==> config.mk <==
export PLATFORM = sky130hd
export DESIGN_NAME = spi_slave_sync
export DESIGN_NICKNAME = d
export VERILOG_FILES = /design/src/rtl/spi_pkg.sv /design/src/rtl/sync_chain.sv /design/src/rtl/spi_slave_sync.sv
export SDC_FILE = /design/constraint.sdc
export NUM_CORES = 1
export LEC_CHECK = 0
export CORE_MARGIN = 4
export CORE_UTILIZATION = 49
export CTS_BUF_LIST = sky130_fd_sc_hd__clkbuf_4 sky130_fd_sc_hd__clkbuf_8
export DETAILED_ROUTE_END_ITERATION = 12
export PLACE_DENSITY = 0.8
export SLEW_MARGIN = 5
export SYNTH_ARGS = -nofsm -noshare
export SYNTH_HDL_FRONTEND = slang
export SYNTH_HIERARCHICAL = 1
export SYNTH_SLANG_ARGS = --single-unit
==> constraint.sdc <==
create_clock -name clk -period 1.7 [get_ports clk]
set_input_delay 0.255 -clock clk [delete_from_list [all_inputs] [get_ports clk]]
set_output_delay 0.255 -clock clk [all_outputs]
set_load 0.05 [all_outputs]
==> src/rtl/spi_pkg.sv <==
// Shared types and helpers for the synchronous-sampling SPI slave.
package spi_pkg;

  typedef enum logic {
    IDLE   = 1'b0,
    ACTIVE = 1'b1
  } state_e;

  // 1: data is sampled on the sclk rising edge, 0: on the falling edge.
  function automatic logic sample_on_rise(input logic cpol, input logic cpha);
    return ~(cpol ^ cpha);
  endfunction

endpackage

==> src/rtl/sync_chain.sv <==
// Multi-flop synchronizer for one asynchronous input bit, with a selectable reset level.
module sync_chain #(
  parameter int unsigned STAGES  = 2,
  parameter logic        RST_VAL = 1'b0
) (
  input  logic clk,
  input  logic rst_n,
  input  logic d,
  output logic q
);

  logic [STAGES-1:0] sync_q;

  always_ff @(posedge clk or negedge rst_n) begin
    if (!rst_n) begin
      sync_q <= {STAGES{RST_VAL}};
    end else begin
      sync_q <= {sync_q[STAGES-2:0], d};
    end
  end

  assign q = sync_q[STAGES-1];

endmodule

==> src/rtl/spi_slave_sync.sv <==
// SPI slave that oversamples sclk/cs_n/mosi in the clk domain and runs entirely on clk.
module spi_slave_sync
  import spi_pkg::*;
#(
  parameter int unsigned WIDTH       = 8,
  parameter int unsigned CPOL        = 0,
  parameter int unsigned CPHA        = 0,
  parameter int unsigned MSB_FIRST   = 1,
  parameter int unsigned SYNC_STAGES = 2
) (
  input  logic             clk,
  input  logic             rst_n,
  input  logic             sclk,
  input  logic             cs_n,
  input  logic             mosi,
  output logic             miso,
  output logic             miso_oe,
  input  logic [WIDTH-1:0] tx_data,
  input  logic             tx_valid,
  output logic             tx_ready,
  output logic [WIDTH-1:0] rx_data,
  output logic             rx_valid,
  output logic             tx_underrun,
  output logic             frame_err
);

  localparam int unsigned     CntW       = $clog2(WIDTH);
  localparam logic            CpolLvl    = (CPOL != 0);
  localparam logic            SampleRise = sample_on_rise(CPOL != 0, CPHA != 0);
  localparam logic [CntW-1:0] LastBit    = CntW'(WIDTH - 1);

  function automatic logic head_bit(input logic [WIDTH-1:0] v);
    return (MSB_FIRST != 0) ? v[WIDTH-1] : v[0];
  endfunction

  function automatic logic [WIDTH-1:0] shift_out(input logic [WIDTH-1:0] v);
    return (MSB_FIRST != 0) ? {v[WIDTH-2:0], 1'b0} : {1'b0, v[WIDTH-1:1]};
  endfunction

  logic sclk_s, cs_n_s, mosi_s;

  sync_chain #(.STAGES(SYNC_STAGES), .RST_VAL(CpolLvl)) u_sync_sclk (
    .clk   (clk),
    .rst_n (rst_n),
    .d     (sclk),
    .q     (sclk_s)
  );

  sync_chain #(.STAGES(SYNC_STAGES), .RST_VAL(1'b1)) u_sync_cs_n (
    .clk   (clk),
    .rst_n (rst_n),
    .d     (cs_n),
    .q     (cs_n_s)
  );

  sync_chain #(.STAGES(SYNC_STAGES), .RST_VAL(1'b0)) u_sync_mosi (
    .clk   (clk),
    .rst_n (rst_n),
    .d     (mosi),
    .q     (mosi_s)
  );

  state_e            state_q, state_d;
  logic              sclk_q, cs_n_q;
  logic [CntW-1:0]   bit_cnt_q, bit_cnt_d;
  logic [WIDTH-1:0]  rx_shift_q, rx_shift_d;
  logic [WIDTH-1:0]  rx_data_q, rx_data_d;
  logic [WIDTH-1:0]  tx_shift_q, tx_shift_d;
  logic              rx_valid_q, rx_valid_d;
  logic              miso_q, miso_d;
  logic              tx_underrun_q, tx_underrun_d;
  logic              frame_err_q, frame_err_d;

  logic             sclk_rise, sclk_fall, in_frame;
  logic             sample_edge, shift_edge;
  logic             cs_fall, cs_rise, start, word_done, load;
  logic [WIDTH-1:0] load_word, rx_next;

  assign sclk_rise   = sclk_s & ~sclk_q;
  assign sclk_fall   = ~sclk_s & sclk_q;
  assign in_frame    = (state_q == ACTIVE) & ~cs_n_s;
  assign sample_edge = in_frame & (SampleRise ? sclk_rise : sclk_fall);
  assign shift_edge  = in_frame & (SampleRise ? sclk_fall : sclk_rise);
  assign cs_fall     = cs_n_q & ~cs_n_s;
  assign cs_rise     = ~cs_n_q & cs_n_s;
  assign start       = (state_q == IDLE) & cs_fall;
  assign word_done   = sample_edge & (bit_cnt_q == LastBit);
  assign load        = start | word_done;
  assign load_word   = tx_valid ? tx_data : '0;
  assign rx_next     = (MSB_FIRST != 0) ? {rx_shift_q[WIDTH-2:0], mosi_s}
                                        : {mosi_s, rx_shift_q[WIDTH-1:1]};

  always_comb begin
    state_d = state_q;
    unique case (state_q)
      IDLE:    if (cs_fall) state_d = ACTIVE;
      ACTIVE:  if (cs_rise) state_d = IDLE;
      default: state_d = IDLE;
    endcase
  end

  always_comb begin
    bit_cnt_d     = bit_cnt_q;
    rx_shift_d    = rx_shift_q;
    rx_data_d     = rx_data_q;
    tx_shift_d    = tx_shift_q;
    miso_d        = miso_q;
    rx_valid_d    = 1'b0;
    tx_underrun_d = 1'b0;
    frame_err_d   = 1'b0;

    if (sample_edge) begin
      if (word_done) begin
        rx_data_d  = rx_next;
        rx_valid_d = 1'b1;
        rx_shift_d = '0;
        bit_cnt_d  = '0;
      end else begin
        rx_shift_d = rx_next;
        bit_cnt_d  = bit_cnt_q + 1'b1;
      end
    end

    if (shift_edge) begin
      miso_d     = head_bit(tx_shift_q);
      tx_shift_d = shift_out(tx_shift_q);
    end

    // With CPHA=0 the master samples before any shift edge, so the first bit goes out at load.
    if (load) begin
      tx_underrun_d = ~tx_valid;
      if (start && (CPHA == 0)) begin
        miso_d     = head_bit(load_word);
        tx_shift_d = shift_out(load_word);
      end else begin
        tx_shift_d = load_word;
      end
    end

    if ((state_q == ACTIVE) && cs_rise) begin
      bit_cnt_d   = '0;
      rx_shift_d  = '0;
      frame_err_d = (bit_cnt_q != '0);
    end
  end

  always_ff @(posedge clk or negedge rst_n) begin
    if (!rst_n) begin
      state_q       <= IDLE;
      sclk_q        <= CpolLvl;
      cs_n_q        <= 1'b1;
      bit_cnt_q     <= '0;
      rx_shift_q    <= '0;
      rx_data_q     <= '0;
      tx_shift_q    <= '0;
      rx_valid_q    <= 1'b0;
      miso_q        <= 1'b0;
      tx_underrun_q <= 1'b0;
      frame_err_q   <= 1'b0;
    end else begin
      state_q       <= state_d;
      sclk_q        <= sclk_s;
      cs_n_q        <= cs_n_s;
      bit_cnt_q     <= bit_cnt_d;
      rx_shift_q    <= rx_shift_d;
      rx_data_q     <= rx_data_d;
      tx_shift_q    <= tx_shift_d;
      rx_valid_q    <= rx_valid_d;
      miso_q        <= miso_d;
      tx_underrun_q <= tx_underrun_d;
      frame_err_q   <= frame_err_d;
    end
  end

  assign miso        = miso_q;
  assign miso_oe     = ~cs_n_s;
  assign tx_ready    = load;
  assign rx_data     = rx_data_q;
  assign rx_valid    = rx_valid_q;
  assign tx_underrun = tx_underrun_q;
  assign frame_err   = frame_err_q;

endmodule

== Yosys cells after proc, flatten, opt, wreduce, memory -nomap -nowiden ==
Index checks and enable logic that the tools add are counted.
Storage, ports and cells
  logic and storage cells: 57
  bits in registers: 39
Operators by class
  add/sub/neg operators: 1
  equality and inequality tests: 1
  mux-type cells: 20
  bitwise gates (word level): 16
  reduce and logical (&&, ||, !) cells: 5
Operators by type and width (count)
  $mux 8: 4
  $mux 7: 3
  $and 1x1->1: 9
  $mux 1: 9
  $mux 3: 3
  $not 1->1: 6
  $reduce_bool 2->1: 2
  $add 3x1->3 const B: 1
  $eq 3x3->1 const B: 1
  $reduce_bool 3->1: 1
  $pmux 1 s2: 1
  $reduce_and 2->1: 1
  $logic_and 1x1->1: 1
  $or 1x1->1: 1

== Longest topological paths before layout ==
  word-level depth: 7
  depth in mapped cells: 5
  gate-level depth less buffers: 5

== Modules after synthesis ==
Netlist, hierarchy kept.
By module, submodules not included
  spi_slave_sync: cells an instance 125, area each 1570.3 sq um, instances 1
  sync_chain (u_sync_mosi ...): cells an instance 2, area each 50.0 sq um, instances 2
  sync_chain (u_sync_cs_n): cells an instance 2, area each 52.6 sq um, instances 1

== Least setup slack after synthesis ==
OpenSTA, ideal clock, no wires.
  path type: register -> output
  from: reg bit_cnt_q[0]
  to: out tx_ready
  slack: -22 ps
  stages on the path, launching flop included: 6
  arrival time: 1467 ps
  data required time: 1445 ps
  path buffers: 0
  cell sequence: dfrtp_1 > ha_1 > ha_1 > and4b_1 > o21ai_1 > inv_1
On the way
  word-level cells in the longest chain between the ends: 3
Ends and longest elaborated chain
  from (decl): line spi_slave_sync.sv:65  | logic [CntW-1:0] bit_cnt_q, bit_cnt_d;
  from (signal assigned): line spi_slave_sync.sv:164  | bit_cnt_q <= bit_cnt_d;
  $eq 3x3->1: line spi_slave_sync.sv:87  | assign word_done = sample_edge & (bit_cnt_q == LastBit);
  $and 1x1->1: line spi_slave_sync.sv:87
  $or 1x1->1: line spi_slave_sync.sv:88  | assign load = start | word_done;
  to (decl): line spi_slave_sync.sv:20  | output logic tx_ready,
No other way between the ends.

== Final worst setup path ==
Ends and elaborated chain as after synthesis.

==> impl_metrics.ini <==
[outcome]
outcome = finished, violations left
violations = setup timing

[global_route]
grt_pass1_wl_um = 5568
antenna_found_initial = 0
grt_max_degree = 40
grt_pass1_vias = 1170
grt.total_usage = 0.1689
gr-total-overflow = 0

[timing]
period_share = 1.176
relSlewSlack = 0.5988
drv_slew = 0
skew_ns = 0.01731
tightestPinTransition_ns = 0.5978
rsz0062_at_grt = true
hold_viol_final = 0
fin_crit_ns = 1.999
max_freq_mhz = 500.4
postLayoutSetupSlackWorst_ns = -0.2985
setup_violations = 8

[die]
initial_utilization = 0.5123
core_area_sq_um = 3363
die_w_um = 67.30
dieArea_sq_um = 4529
rows = 21
ioPinCount = 28
die_h_um = 67.30

[clock_tree]
clk_pin_slew_ns = 0.10
clock_latency_ns = 0.35
clock-sinks = 39
ctsLongestPathBuffers = 2
htreeDepth = 2
cts_tree = yes
root_buffer = clkbuf_4
numCtsBuffers = 5

[synth]
syn_nets = 148
synthAdderAreaFrac = 0.02179
synth_compound_area_frac = 0.1554
synthCells = 131
synthTopCellsByArea = dfrtp_1, mux2_4, mux2i_1, dfstp_2, a22o_1
synth_xor_area_frac = 0
yosysSeqAreaShare = 0.5686
synth_top_family_by_area = compound AO/OA/AOI/OAI gates
yosys.area_share.simple = 0.08860
ys_ff_latch = 39
netlist.area_leader.share = 0.5229
syn_area_sq_um = 1723
synth_top_area_cell = dfrtp_1
syn_area_per_cell_sq_um = 13.15
synthMuxAreaShare = 0.1220
yosys_warnings = 6
netlist-cell-type-count = 32

[critical_path]
endpoint_kind = output pin
start_kind = flop
crit_fanout = 2
required_ns = 1.44
arrival_ns = 1.74
crit_type = reg -> out

[flow_run]
cap_violations = 0

[power]
p_leak_nw = 1.104
powerDensity_nw_per_um2 = 974.1
power.total_mw = 2.255
max-vdd-ir-drop_v = 0.0005925

[layout]
drive_gt1_frac = 0.3667
mostFrequentLayoutCells = dfrtp_1, buf_4, inv_1
fillers = 249
final_common_cell = dfrtp_1
multi_input_area_sq_um = 750.7
fin_nets = 196
seq_area_sq_um = 979.7
antenna_cells = 0
synthToLayoutAreaGrowth_pct = 34.35

[placement]
hpwl_um = 2243
portBuffers = 27
gp_congestion = 0.7640
post-place-ws_ns = -0.02406

[detailed_routing]
drt_first_pass_iters = 4
m1WireLength_um = 1496
wl_met2_um = 1708
antenna_left = 0
route.met3.wl_um = 146
route.top_layer_used = met4
vias = 1205
detail_route.iter0.violations = 97
wl_per_cell_um = 15.05
drc = 0
wl_um = 3402
via_per_inst = 5.332

[hold_path]
hp-class = in -> reg
-- worst max-delay path: stages, from the launching register on --
cell and delay (ns):
dfrtp_1 0.41, ha_2 0.21, ha_4 0.16, and4b_1 0.22, o21ai_2 0.21, inv_2 0.06
buf_8 0.15
-- power breakdown --
part | internal (mW) | total [mW] | leakage [nW] | switching [mW]
Sequential | 1.02 | 1.10 | 0.507 | 0.0816
Clock | 0.475 | 0.767 | 0.0559 | 0.292
Combinational | 0.186 | 0.386 | 0.542 | 0.200
Total | 1.68 | 2.25 | 1.10 | 0.573
-- registers in the layout, summed over array words and instances (netlist names) --
register and count:
rx_data 8, tx_shift_q 8, rx_shift_q 7, bit_cnt_q 3
u_sync_cs_n/sync_q 2, u_sync_mosi/sync_q 2, u_sync_sclk/sync_q 2, cs_n_q 1
frame_err 1, miso 1, rx_valid 1, sclk_q 1
state_q 1, tx_underrun 1
-- timing repair --
action | CTS | global route
setup endpoints to repair | 2 | 10
buffers inserted | 4 | 5
resized for setup | 8 | 8
pin swaps | 3 | 2
gates cloned | 0 | 1
hold endpoints to repair | 36 | 0
hold buffers | 1 | 0
-- metrics by stage --
step	hold WS (ns)	setup TNS, ns	area (sq um)	util	instances
4_1_cts	0.3053	-0.3197	2217	0.6592	220
2_1_floorplan	-0.04059	0	1723	-	131
3_5_place_dp	0.2414	-0.02406	2046	0.6083	208
5_1_grt	0.2849	-1.630	2315	0.6882	226
6_report	0.3169	-0.8487	2315	0.6882	226
3_3_place_gp	0.2317	0	2046	0.6083	208
-- final timing paths --
check / end / startpoint / slack [ns] / depth (start not counted)
worst max-delay path: tx_ready / bit_cnt_q[0] / -0.30 / 6
worst min-delay path: u_sync_cs_n/sync_q[0] / cs_n / 0.32 / 1
worst max register to register: tx_shift_q[1] / bit_cnt_q[0] / -0.15 / 8
worst min register to register: u_sync_sclk/sync_q[1] / u_sync_sclk/sync_q[0] / 0.36 / 0
max in group asynchronous: u_sync_cs_n/sync_q[1] / rst_n / 1.05 / 3
min in group asynchronous: rx_data[1] / rst_n / 0.38 / 3
-- cell type report --
| type | instances | share of cell area |
|---|---|---|
| Timing Repair Buffer | 42 | 0.1595 |
| Inverter | 14 | 0.02270 |
| Sequential cell | 39 | 0.4232 |
| Tap cell | 46 | 0.02486 |
| Multi-Input combinational cell | 77 | 0.3243 |
| Clock buffer | 6 | 0.01946 |
| Clock inverter | 2 | 0.02595 |
-- layer usage --
| layer | vias to the layer above | track usage |
|---|---|---|
| li1 | 580 | - |
| met1 | 590 | 0.2153 |
| met2 | 28 | 0.2699 |
| met3 | 7 | 0.04992 |
| met4 | 0 | 0.06835 |
| met5 | - | 0 |
-- synth_stat cells --
master,instances
a21oi_1,5
nand4bb_1,2
o221ai_1,6
a22oi_1,6
a2bb2oi_1,1
ha_1,3
nand2_4,1
mux2_4,8
o211ai_1,1
inv_1,14
and4bb_2,2
nand3_1,2
nor2_2,1
or3_1,1
nor2_1,2
nand2_1,4
buf_6,2
a21boi_1,1
a22o_1,8
o211ai_2,1
nor2b_1,2
o21ai_1,3
dfstp_2,3
dfrtp_1,36
mux2i_1,9
and4b_1,1
o21ai_0,1
nor3b_2,1
o21bai_1,1
nor3b_1,1
and2_1,1
o221a_1,1
-- logic make-up after synthesis --
group / Yosys count
buf+inv: 16
simple gates: 21
mux: 17
compound gates: 35
flops: 39
fa+ha+maj: 3
No activity file was read; power rests on OpenSTA's default activity.
